File: config.mk
export PLATFORM = sky130hd
export DESIGN_NAME = sram_port_arbiter
export DESIGN_NICKNAME = d
export VERILOG_FILES = /design/src/rtl/sram_port_arbiter.sv
export SDC_FILE = /design/constraint.sdc
export NUM_CORES = 1
export LEC_CHECK = 0
export CAP_MARGIN = 40
export CORE_AREA = 2 2 105 148
export CTS_BUF_LIST = sky130_fd_sc_hd__clkbuf_8
export DETAILED_ROUTE_END_ITERATION = 7
export DIE_AREA = 0 0 107 150
export HOLD_SLACK_MARGIN = 0.05
export PLACE_DENSITY_LB_ADDON = 0.05
export SLEW_MARGIN = 20
export SYNTH_ARGS = -nofsm -noshare
export SYNTH_HDL_FRONTEND = slang
export SYNTH_SLANG_ARGS = --single-unit
File: constraint.sdc
create_clock -name clock -period 1.65 [get_ports clock]
set_input_delay 0.165 -clock clock [delete_from_list [all_inputs] [get_ports clock]]
set_output_delay 0.165 -clock clock [all_outputs]
set_load 0.005 [all_outputs]
File: src/rtl/sram_port_arbiter.sv
// Shares port 0 of an OpenRAM-style single-port sram macro between two requesters.
// Every macro input is registered, so a command accepted at posedge T is sampled
// by the macro at T+1 and accessed at negedge T+1. Read data is captured at T+2
// and returned to the issuing requester as a one-cycle response pulse.
module sram_port_arbiter #(
    parameter int unsigned ADDR_WIDTH = 13,
    parameter int unsigned DATA_WIDTH = 32,
    parameter int unsigned NUM_WMASKS = 4,
    parameter int unsigned FIXED_PRIO = 0
) (
    input  logic                  clock,
    input  logic                  reset_n,

    input  logic                  req0_valid,
    output logic                  req0_ready,
    input  logic                  req0_we,
    input  logic [ADDR_WIDTH-1:0] req0_addr,
    input  logic [DATA_WIDTH-1:0] req0_wdata,
    input  logic [NUM_WMASKS-1:0] req0_wmask,
    output logic                  rsp0_valid,
    output logic [DATA_WIDTH-1:0] rsp0_rdata,

    input  logic                  req1_valid,
    output logic                  req1_ready,
    input  logic                  req1_we,
    input  logic [ADDR_WIDTH-1:0] req1_addr,
    input  logic [DATA_WIDTH-1:0] req1_wdata,
    input  logic [NUM_WMASKS-1:0] req1_wmask,
    output logic                  rsp1_valid,
    output logic [DATA_WIDTH-1:0] rsp1_rdata,

    output logic                  csb0,
    output logic                  web0,
    output logic [NUM_WMASKS-1:0] wmask0,
    output logic [ADDR_WIDTH-1:0] addr0,
    output logic [DATA_WIDTH-1:0] din0,
    input  logic [DATA_WIDTH-1:0] dout0
);

    // Round-robin pointer: 0 means req0 wins the next tie, 1 means req1 wins it.
    logic rrPtr_q, rrPtr_d;

    logic grant0, grant1, handshake;
    logic                  selId;
    logic                  selWe;
    logic [ADDR_WIDTH-1:0] selAddr;
    logic [DATA_WIDTH-1:0] selWdata;
    logic [NUM_WMASKS-1:0] selWmask;

    logic                  csb0_q, csb0_d;
    logic                  web0_q, web0_d;
    logic [NUM_WMASKS-1:0] wmask0_q, wmask0_d;
    logic [ADDR_WIDTH-1:0] addr0_q, addr0_d;
    logic [DATA_WIDTH-1:0] din0_q, din0_d;

    // Stage 1 tracks the command the macro is sampling, stage 2 the one whose data is on dout0.
    logic tag1Valid_q, tag1Id_q, tag1We_q;
    logic tag2Valid_q, tag2Id_q, tag2We_q;

    logic                  rsp0Valid_q, rsp0Valid_d;
    logic                  rsp1Valid_q, rsp1Valid_d;
    logic [DATA_WIDTH-1:0] rsp0Rdata_q, rsp0Rdata_d;
    logic [DATA_WIDTH-1:0] rsp1Rdata_q, rsp1Rdata_d;

    // Grant from current valids and pointer; nothing is granted while in reset.
    always_comb begin
        grant0 = 1'b0;
        grant1 = 1'b0;
        if (reset_n) begin
            if (req0_valid && (!req1_valid || (FIXED_PRIO != 0) || !rrPtr_q)) begin
                grant0 = 1'b1;
            end else if (req1_valid) begin
                grant1 = 1'b1;
            end
        end
    end

    assign handshake  = grant0 | grant1;
    assign req0_ready = grant0;
    assign req1_ready = grant1;

    // Select the winning requester's command fields.
    always_comb begin
        selId    = grant1;
        selWe    = req0_we;
        selAddr  = req0_addr;
        selWdata = req0_wdata;
        selWmask = req0_wmask;
        if (grant1) begin
            selWe    = req1_we;
            selAddr  = req1_addr;
            selWdata = req1_wdata;
            selWmask = req1_wmask;
        end
    end

    // The pointer moves away from whoever was just accepted.
    always_comb begin
        rrPtr_d = rrPtr_q;
        if (grant0) begin
            rrPtr_d = 1'b1;
        end else if (grant1) begin
            rrPtr_d = 1'b0;
        end
    end

    // Next macro command: idle deselects, while address and data hold their last values.
    always_comb begin
        csb0_d   = 1'b1;
        web0_d   = 1'b1;
        wmask0_d = '0;
        addr0_d  = addr0_q;
        din0_d   = din0_q;
        if (handshake) begin
            csb0_d   = 1'b0;
            web0_d   = ~selWe;
            wmask0_d = selWe ? selWmask : '0;
            addr0_d  = selAddr;
            din0_d   = selWdata;
        end
    end

    // Response pulse for the tag leaving stage 2; read data is held until that requester's next response.
    always_comb begin
        rsp0Valid_d = tag2Valid_q && !tag2Id_q;
        rsp1Valid_d = tag2Valid_q &&  tag2Id_q;
        rsp0Rdata_d = rsp0Rdata_q;
        rsp1Rdata_d = rsp1Rdata_q;
        if (rsp0Valid_d) begin
            rsp0Rdata_d = tag2We_q ? '0 : dout0;
        end
        if (rsp1Valid_d) begin
            rsp1Rdata_d = tag2We_q ? '0 : dout0;
        end
    end

    // Arbiter pointer and registered macro inputs.
    always_ff @(posedge clock or negedge reset_n) begin
        if (!reset_n) begin
            rrPtr_q  <= 1'b0;
            csb0_q   <= 1'b1;
            web0_q   <= 1'b1;
            wmask0_q <= '0;
            addr0_q  <= '0;
            din0_q   <= '0;
        end else begin
            rrPtr_q  <= rrPtr_d;
            csb0_q   <= csb0_d;
            web0_q   <= web0_d;
            wmask0_q <= wmask0_d;
            addr0_q  <= addr0_d;
            din0_q   <= din0_d;
        end
    end

    // Tag pipeline and response registers; reset drops anything in flight.
    always_ff @(posedge clock or negedge reset_n) begin
        if (!reset_n) begin
            tag1Valid_q <= 1'b0;
            tag1Id_q    <= 1'b0;
            tag1We_q    <= 1'b0;
            tag2Valid_q <= 1'b0;
            tag2Id_q    <= 1'b0;
            tag2We_q    <= 1'b0;
            rsp0Valid_q <= 1'b0;
            rsp1Valid_q <= 1'b0;
            rsp0Rdata_q <= '0;
            rsp1Rdata_q <= '0;
        end else begin
            tag1Valid_q <= handshake;
            tag1Id_q    <= selId;
            tag1We_q    <= selWe;
            tag2Valid_q <= tag1Valid_q;
            tag2Id_q    <= tag1Id_q;
            tag2We_q    <= tag1We_q;
            rsp0Valid_q <= rsp0Valid_d;
            rsp1Valid_q <= rsp1Valid_d;
            rsp0Rdata_q <= rsp0Rdata_d;
            rsp1Rdata_q <= rsp1Rdata_d;
        end
    end

    assign csb0       = csb0_q;
    assign web0       = web0_q;
    assign wmask0     = wmask0_q;
    assign addr0      = addr0_q;
    assign din0       = din0_q;
    assign rsp0_valid = rsp0Valid_q;
    assign rsp1_valid = rsp1Valid_q;
    assign rsp0_rdata = rsp0Rdata_q;
    assign rsp1_rdata = rsp1Rdata_q;

endmodule

==> run_results.csv, run 1 <==
group,metric,value,unit
detailed_routing,drt_iter0_drc,192,
flow_run,maxCapViolCount,0,
final_layout,multi_input_area,1857,sq um
worst_setup_path,cp_slowest_cell,"dfrtp_2",
cts,insertion_delay,0.43,ns
cts,htree_levels,4,
synth,syn_nets,680,
die,start_util,35.27,%
final_layout,area_delta_synth_final,61.38,%
worst_setup_path,critPathLaunchType,"flop",
timing,hold_viol_final,0,
global_routing,grt_pass1_wl,25.28,mm
worst_setup_path,reg2reg_slack,0.14,ns
cts,path_clk_slew,0.07,ns
worst_hold_path,hold_class,"input port to asynchronous set/reset pin",
global_routing,grt_max_degree,91,
synth,yosysWarningCount,0,
worst_setup_path,worstReg2RegStart,"rrPtr_q",
worst_setup_path,cpPeakStageDelay,0.43,ns
timing,finalCritPeriodShare,94.86,%
timing,hold_slack,0.2263,ns
die,die_w,107,um
cts,clockBufferDepth,2,
global_routing,grt_pass1_vias,4979,
timing,worstMarginPinSlew,0.4568,ns
final_layout,insertedDiodeCount,0,
timing,rsz0062_at_grt,"false",
final_layout,stdcell_area,8418,sq um
placement,portBuffers,254,
placement,placed_cells,960,
worst_setup_path,reg2reg_to,"wmask0[1]",
worst_setup_path,cp_max_fo,3,
final_layout,stdcell_count,998,
synth,yosysSeqAreaShare,59.53,%
placement,place_hpwl,11.33,mm
final_layout,drive_gt1_share,8.561,%
power,power_density,999.4,nW/um^2
cts,cts_sinks,124,
power,ir_worst_vdd,0.0003999,V
placement,place_area,8013,sq um
worst_setup_path,cp.required,1.48,ns
worst_setup_path,cp_cell_sequence,"buf_6, and2b_4, nor2_4, clkbuf_2",
die,die_area,16050,sq um
cts,root_buffer,"clkbuf_8",
cts,cts_buffers,17,
worst_setup_path,crit_type,"flop to primary output",
synth,synth.distinct_cells,24,
detailed_routing,wirelength,16.11,mm
detailed_routing,drtAntennaViolNets,0,
synth,syn_area,5216,sq um
detailed_routing,drc,0,
die,ios,255,
synth,syn_avg_cell_area,9.589,sq um
worst_setup_path,crit_buf_inv,2,
timing,max_freq,638.9,MHz
worst_setup_path,cp_top_family,"flip-flops",
global_routing,overflow,0,
global_routing,grt_usage,20.19,%
die,core_area,14790,sq um
timing,finClkSkew,0.01153,ns
worst_setup_path,end_kind,"primary output",
worst_setup_path,reg2reg_depth,5,
global_routing,antenna_found_initial,0,
cts,cts_tree,"yes",
detailed_routing,post_drt_wl_per_cell,16.14,um
die,fp.dieH,150,um
power,p_leak,3.437,nW
detailed_routing,via_per_inst,4.890,
die,core.rowCount,53,
timing,slew_headroom,69.55,%
worst_setup_path,critical_path_arrival,1.40,ns
final_layout,mostFrequentLayoutCell,"clkdlybuf4s50_1",
final_layout,final.fill_count,1329,
detailed_routing,dr.pass1.iters,4,
final_layout,regArea,3107,sq um
status,status,"finished clean",
timing,timing.final.crit_period,1.565,ns
detailed_routing,dr_total_vias,4880,
timing,setup_viol,0,
final_layout,nNetsFinal,929,
synth,synthCells,544,
placement,place_congestion,0.8261,
final_layout,finish.utilization,56.93,%
synth,ys_ff_latch,124,
timing,drv_slew,0,
final_layout,final_cell_mix,"249 x clkdlybuf4s50_1, 121 x dfrtp_1, 112 x o21ai_0, 66 x nand2_1, 49 x nand3_1",
timing,setup_tns,0,ns
timing repair:
item                                    in CTS  in global routing
endpoints found under the hold margin       88                  0
buffers inserted                             1                  2
gates resized for setup                      6                  7
hold buffers                                 2                  0
gates cloned                                 0                  1
endpoints found under the setup margin       4                  6
flip-flops by register name, indices dropped and copies added (netlist names), 4 cells and up:
| name | cells |
|---|---|
| din0 | 32 |
| rsp0_rdata | 32 |
| rsp1_rdata | 32 |
| addr0 | 13 |
| wmask0 | 4 |
worst register-to-register path, delay by kind of cell (launching register included):
family,cells,cell delay [ns]
buffers and inverters,2,0.32
AND/OR/NAND/NOR,1,0.27
AO/OA/AOI/OAI,2,0.38
flip-flops,1,0.43
worst max path at each step:
stage                     cells after the start  slack [ns]          to       start
final                                         4        0.08  req1_ready     rrPtr_q
after global routing                          4        0.02  req1_ready     rrPtr_q
after global placement                        5        0.06   wmask0[2]  req0_valid
after CTS                                     4       -0.05  req1_ready     rrPtr_q
after floorplan                               4        0.39    tag1We_q     rrPtr_q
after detailed placement                      5       -0.07   wmask0[1]  req0_valid
metal layers:
layer  global-route usage [%]  wire length (um)  vias up
met1                    23.08              6310     2288
met3                    6.794              1219       29
met2                    34.30              8157      191
li1                         -                 -     2372
met4                    8.701               420        0
met5                        0                 0        -
cells in the mapped netlist:
cell type / number / area (sq um)
clkbuf_2: 5 / 25.02
buf_2: 16 / 80.08
mux2_4: 1 / 15.01
buf_6: 2 / 22.52
o21ai_0: 112 / 560.5
buf_4: 7 / 52.55
inv_2: 1 / 3.750
dfrtp_1: 122 / 3053
and2b_4: 1 / 10.01
nand3_1: 49 / 245.2
dfstp_2: 2 / 52.55
o21ai_1: 2 / 10.01
and2_1: 2 / 12.51
a31oi_1: 45 / 281.5
and3_1: 1 / 6.260
nand2_1: 67 / 251.5
nand2b_1: 35 / 219.0
nor2_4: 1 / 11.26
inv_1: 3 / 11.26
a21oi_1: 2 / 10.01
nor2_1: 45 / 168.9
a211oi_1: 4 / 30.03
a32oi_2: 1 / 16.27
clkbuf_1: 18 / 67.56
cell type report:
cell class	count	area share, %
Inverter	4	0.1784
Clock inverter	14	1.174
Multi-Input combinational cell	368	22.06
Timing Repair Buffer	278	33.89
Sequential cell	124	36.91
Clock buffer	18	2.943
Tap cell	192	2.854
power by group:
group | switching, W | total [W] | leakage, nW | internal, W
clock network | 0.00125 | 0.00233 | 0.171 | 0.00107
logic | 0.000893 | 0.00231 | 1.75 | 0.00142
registers | 0.000257 | 0.00377 | 1.51 | 0.00352
metrics by stage:
stage	setup WS, ns	power (W)
finish	0.08474	0.008413
global route	0.02236	0.008932
CTS	-0.04607	0.008519
detailed placement	-0.07128	0.006142
global placement	0.05758	0.006072
floorplan	0.3853	0.004524
logic make-up after synthesis:
kind of cell | synth area share, %
compound gates | 17.41
buf+inv | 5.037
flops | 59.53
mux | 0.2878
simple gates | 17.73
Power figures use the tool's default switching activity.
==> run 2, diff against run 1 <==
- CORE_AREA: 2 2 105 148 -> 2 2 100 141
- DIE_AREA: 0 0 107 150 -> 0 0 102 143
==> run 2 against run 1 <==
  * Setup slack better by 0.0090 ns
  * Die area down 9.1%
  * Core utilization up 7.0 points
  * Largest cell class unchanged
  * Largest power group unchanged
==> run_results.csv, run 2 (synthesis results as in run 1) <==
group,metric,value,unit
power,p_sw,0.002373,W
worst_setup_path,critical_path_arrival,1.39,ns
detailed_routing,drtAntennaViolNets,0,
detailed_routing,post_drt_wl_per_cell,15.78,um
detailed_routing,wirelength,15.58,mm
worst_setup_path,cp_max_fo,2,
worst_setup_path,worstReg2RegStart,"rrPtr_q",
final_layout,multi_input_area,1857,sq um
global_routing,grt_pass1_wl,24.45,mm
die,core_area,13260,sq um
global_routing,grt_max_degree,124,
cts,insertion_delay,0.43,ns
worst_setup_path,startpoint,"rrPtr_q",
timing,hold_slack,0.1055,ns
power,p_leak,3.471,nW
worst_setup_path,end_kind,"primary output",
final_layout,area_delta_synth_final,62.49,%
cts,cts_sinks,124,
cts,path_clk_slew,0.07,ns
power,p_comb_share,25.3,%
final_layout,nNetsFinal,928,
cts,cts_tree,"yes",
power,power_density,1065,nW/um^2
global_routing,grt_pass1_vias,4990,
cts,root_buffer,"clkbuf_8",
cts,htree_levels,4,
timing,setup_viol,0,
timing,finClkSkew,0.01359,ns
timing,drv_slew,0,
worst_setup_path,critPathLaunchType,"flop",
final_layout,mostFrequentLayoutCell,"clkdlybuf4s50_1",
final_layout,final_cell_mix,"249 x clkdlybuf4s50_1, 122 x dfrtp_1, 112 x o21ai_0, 66 x nand2_1, 49 x nand3_1",
global_routing,overflow,0,
detailed_routing,dr_total_vias,4936,
timing,rsz0062_at_grt,"false",
detailed_routing,drc,0,
power,pwr-share-seq,41.8,%
timing,timing.final.crit_period,1.556,ns
global_routing,busiest_layer,"met2",
timing,max_freq,642.6,MHz
detailed_routing,drt_iter0_drc,126,
placement,place_congestion,0.7978,
detailed_routing,dr.pass1.iters,4,
global_routing,antenna_found_initial,0,
status,status,"finished clean",
timing,worstMarginPinSlew,0.6324,ns
placement,place_hpwl,10.85,mm
placement,portBuffers,254,
timing,slew_headroom,57.84,%
worst_hold_path,hold_class,"input port to flop",
final_layout,drive_gt1_share,8.075,%
worst_setup_path,crit_type,"flop to primary output",
placement,place_area,7995,sq um
detailed_routing,via_per_inst,5.001,
power,switching_share,26.29,%
die,fp.dieH,143,um
die,ios,255,
final_layout,insertedDiodeCount,0,
global_routing,grt_usage,21.55,%
final_layout,stdcell_area,8476,sq um
worst_setup_path,cp.required,1.48,ns
cts,clockBufferDepth,2,
worst_hold_path,holdCritStartpoint,"reset_n",
flow_run,maxCapViolCount,0,
final_layout,finish.utilization,63.91,%
die,start_util,39.33,%
die,core.rowCount,50,
power,clkPwrFrac,33.0,%
final_layout,regArea,3105,sq um
power,intPower,0.006652,W
power,ir_worst_vdd,0.0004891,V
global_routing,gr-usage-met3,7.783,%
die,die_area,14590,sq um
global_routing,use_met1,24.80,%
timing,hold_viol_final,0,
final_layout,final.fill_count,1170,
global_routing,met2_usage,36.39,%
timing,finalCritPeriodShare,94.32,%
cts,cts_buffers,17,
die,die_w,102,um
timing,setup_tns,0,ns
-- run 2: cell types whose count changed in the layout (fill, tap and decap cells not counted), moves of 2 or more --
cell	change
buf_4	+2
clkinvlp_4	-2
clkinv_2	-5
bufinv_16	+4
buf_6	-2
-- run 2: final timing paths --
check / endpoint / slack (ns) / cells past startpoint
min reg2reg: tag2We_q / 0.35 / 0
max: req0_ready / 0.09 / 4
max in group asynchronous: addr0[3] / 0.51 / 3
min in group asynchronous: din0[4] / 0.22 / 2
max reg2reg: din0[27] / 0.18 / 5
min: wmask0[2] / 0.11 / 3
-- run 2: layout make-up --
type | instances | share of cell area, %
clock buffer | 19 | 3.085
tap | 182 | 2.687
sequential | 124 | 36.64
inverter | 4 | 0.1771
timing repair buffer | 277 | 33.24
clock inverter | 13 | 2.259
multi-input combinational | 368 | 21.91
-- run 2: power groups by stage --
stage | sequential [W] | clock [W] | combinational, W
after global routing | 0.00383 | 0.00318 | 0.00250
after CTS | 0.00378 | 0.00304 | 0.00231
after detailed placement | 0.00383 | 0 | 0.00229
final | 0.00377 | 0.00298 | 0.00228
after floorplan | 0.00385 | 0 | 0.000674
after global placement | 0.00383 | 0 | 0.00223
-- run 2: critical path, stage by stage (launching register included) --
cell             delay, ns
dfrtp_1               0.38
buf_4                 0.14
nand2_1               0.07
and3_1                0.18
clkdlybuf4s15_1       0.21
-- run 2: stage by stage --
step	setup WS [ns]	power, W	std cells
after detailed placement	-0.004803	0.006120	951
after global placement	0.04210	0.006062	950
final	0.09372	0.009025	987
after global routing	0.01549	0.009515	987
after floorplan	0.3853	0.004524	544
after CTS	-0.02224	0.009127	986
-- run 2: per-layer routing --
metal / vias to the layer above / routed length (um)
met5: - / 0
met4: 0 / 361
met3: 26 / 1276
met2: 197 / 7785
met1: 2352 / 6153
li1: 2361 / -
-- run 2: timing repair --
action	in CTS	in global routing
setup endpoints to repair	4	1
gates resized for setup	5	2
setup buffers	1	1
hold endpoints to repair	123	0
hold buffers	2	0
==> run 3, diff against run 2 <==
- CORE_AREA: 2 2 100 141 -> 2 2 103 144
- DIE_AREA: 0 0 102 143 -> 0 0 105 146
- clock period: 1.65 -> 1.3 ns (I/O delays scaled with it)
==> run 3 against run 2 <==
  * The flow now finishes with violations (negative hold slack, negative setup slack)
  * Combinational power is 25% higher
  * Sequential cell count stayed put
  * Via count is 1.4% higher
  * Die area up 5.1%
  * Clock skew shrank 0.0059 ns
  * Core utilization shrank 0.63 points
  * First-iteration DRC count increased by 52%
  * Final cell count increased by 2.4%
  * Hold slack worse by 0.58 ns
==> run_results.csv, run 3 (synthesis results as in run 1) <==
group,metric,value,unit
detailed_routing,via_per_inst,4.952,
worst_setup_path,crit_type,"flop to primary output",
detailed_routing,post_drt_wl_per_cell,16.46,um
final_layout,mostFrequentLayoutCell,"clkdlybuf4s50_1",
cts,cts_tree,"yes",
cts,insertion_delay,0.43,ns
timing,hold_slack,-0.4766,ns
cts,htree_levels,4,
power,power_density,1274,nW/um^2
cts,root_buffer,"clkbuf_8",
timing,finClkSkew,0.007736,ns
detailed_routing,drc,0,
final_layout,final.fill_count,1267,
final_layout,insertedDiodeCount,0,
timing,hold_viol_final,59,
worst_setup_path,critPathLaunchType,"flop",
timing,finalCritPeriodShare,115.9,%
cts,cts_sinks,124,
timing,setup_viol,53,
global_routing,grt_max_degree,66,
timing,drv_slew,0,
global_routing,overflow,0,
die,ios,255,
power,p_leak,3.910,nW
placement,place_congestion,0.8787,
final_layout,final_cell_mix,"134 x clkdlybuf4s50_1, 122 x dfrtp_1, 115 x dlygate4sd2_1, 112 x o21ai_0, 65 x nand2_1",
global_routing,grt_usage,22.17,%
timing,slew_headroom,75.53,%
status,status,"complete, but fails checks",
timing,max_freq,663.6,MHz
detailed_routing,dr.pass1.iters,4,
die,fp.dieH,146,um
worst_setup_path,cp_max_fo,3,
timing,worstMarginPinSlew,0.3671,ns
detailed_routing,dr_total_vias,5006,
status,violations,"negative hold slack, negative setup slack",
cts,clockBufferDepth,2,
global_routing,antenna_found_initial,0,
power,ir_worst_vdd,0.0006729,V
global_routing,grt_pass1_vias,5276,
die,core.rowCount,51,
die,die_w,105,um
die,die_area,15330,sq um
final_layout,stdcell_count,1011,
final_layout,area_delta_synth_final,68.75,%
cts,path_clk_slew,0.07,ns
cts,cts_buffers,17,
power,finalPower,0.01121,W
worst_setup_path,end_kind,"primary output",
final_layout,drive_gt1_share,16.22,%
timing,rsz0062_at_grt,"true",
worst_setup_path,cp.required,1.17,ns
final_layout,nNetsFinal,949,
placement,placed_cells,957,
worst_setup_path,critical_path_arrival,1.38,ns
die,start_util,37.50,%
placement,portBuffers,254,
worst_hold_path,hold_class,"input port to asynchronous set/reset pin",
global_routing,grt_pass1_wl,27.01,mm
detailed_routing,wirelength,16.64,mm
timing,timing.final.crit_period,1.507,ns
detailed_routing,drtAntennaViolNets,0,
timing,fin_ws,-0.2070,ns
placement,place_hpwl,11.54,mm
die,core_area,13910,sq um
detailed_routing,drt_iter0_drc,192,
placement,dp_slack,-0.3085,ns
flow_run,maxCapViolCount,0,
==> run 3: cell count changes in the layout (fill, tap and decap cells not counted), moves of 4 or more <==
cell,change
buf_16,+4
nand3_2,+35
nand3_1,-35
a211oi_1,-4
buf_2,+4
a211oi_2,+4
buf_4,+10
clkdlybuf4s50_1,-115
dlygate4sd2_1,+113
buf_6,+7
==> run 3: repair_timing <==
action	4_1_cts	5_1_grt
gates resized for setup	183	8
setup endpoints to repair	168	53
endpoints found under the hold margin	59	59
cloned	4	0
buffers inserted	18	1
pin swaps	43	1
==> run 3: layout make-up <==
class                   instances  area, sq um  area share [%]
repair buffers                298         2940           33.40
clock buffers                  19        261.5           2.971
multi-input cells             368         2083           23.67
well taps                     185        231.5           2.630
flip-flops and latches        124         3105           35.28
clock inverters                13        165.2           1.876
inverters                       4        15.01          0.1706
==> run 3: final timing paths <==
check	slack, ns	cells past startpoint	start	end
worst max-delay path	-0.21	4	rrPtr_q	req1_ready
worst min-delay path	-0.48	1	reset_n	din0[4]
worst max register to register	-0.16	5	rrPtr_q	wmask0[0]
worst min register to register	0.35	0	tag1Id_q	tag2Id_q
max in group asynchronous	0.83	3	reset_n	rsp1_rdata[28]
min in group clock	0.13	3	reset_n	rrPtr_q
==> run 3: per-layer routing <==
metal	track usage [%]	routed length [um]	vias up
met1	24.71	6494	2373
met4	9.000	371	0
met3	7.165	1242	25
li1	-	-	2411
met2	38.83	8530	197
met5	0	0	-
==> run 3: metrics by stage <==
step	cell area, sq um	setup TNS [ns]	utilization [%]
final	8802	-5.162	63.28
after global routing	8802	-10.10	63.28
after CTS	8766	-7.552	63.01
after detailed placement	8026	-13.41	57.70
after global placement	8026	-9.862	57.70
after floorplan	5216	0	-
==> run 3: worst max-delay path: stages, from the launching register on <==
cell     delay, ns
dfrtp_1       0.40
buf_6         0.12
and2b_4       0.27
nor2_4        0.04
buf_2         0.12
==> run 3: where the power goes <==
| group | internal [W] | switching (W) | leakage (nW) |
|---|---|---|---|
| Combinational | 0.00160 | 0.00126 | 2.19 |
| Sequential | 0.00446 | 0.000304 | 1.51 |
| Clock | 0.00201 | 0.00157 | 0.210 |
| Total | 0.00808 | 0.00314 | 3.91 |
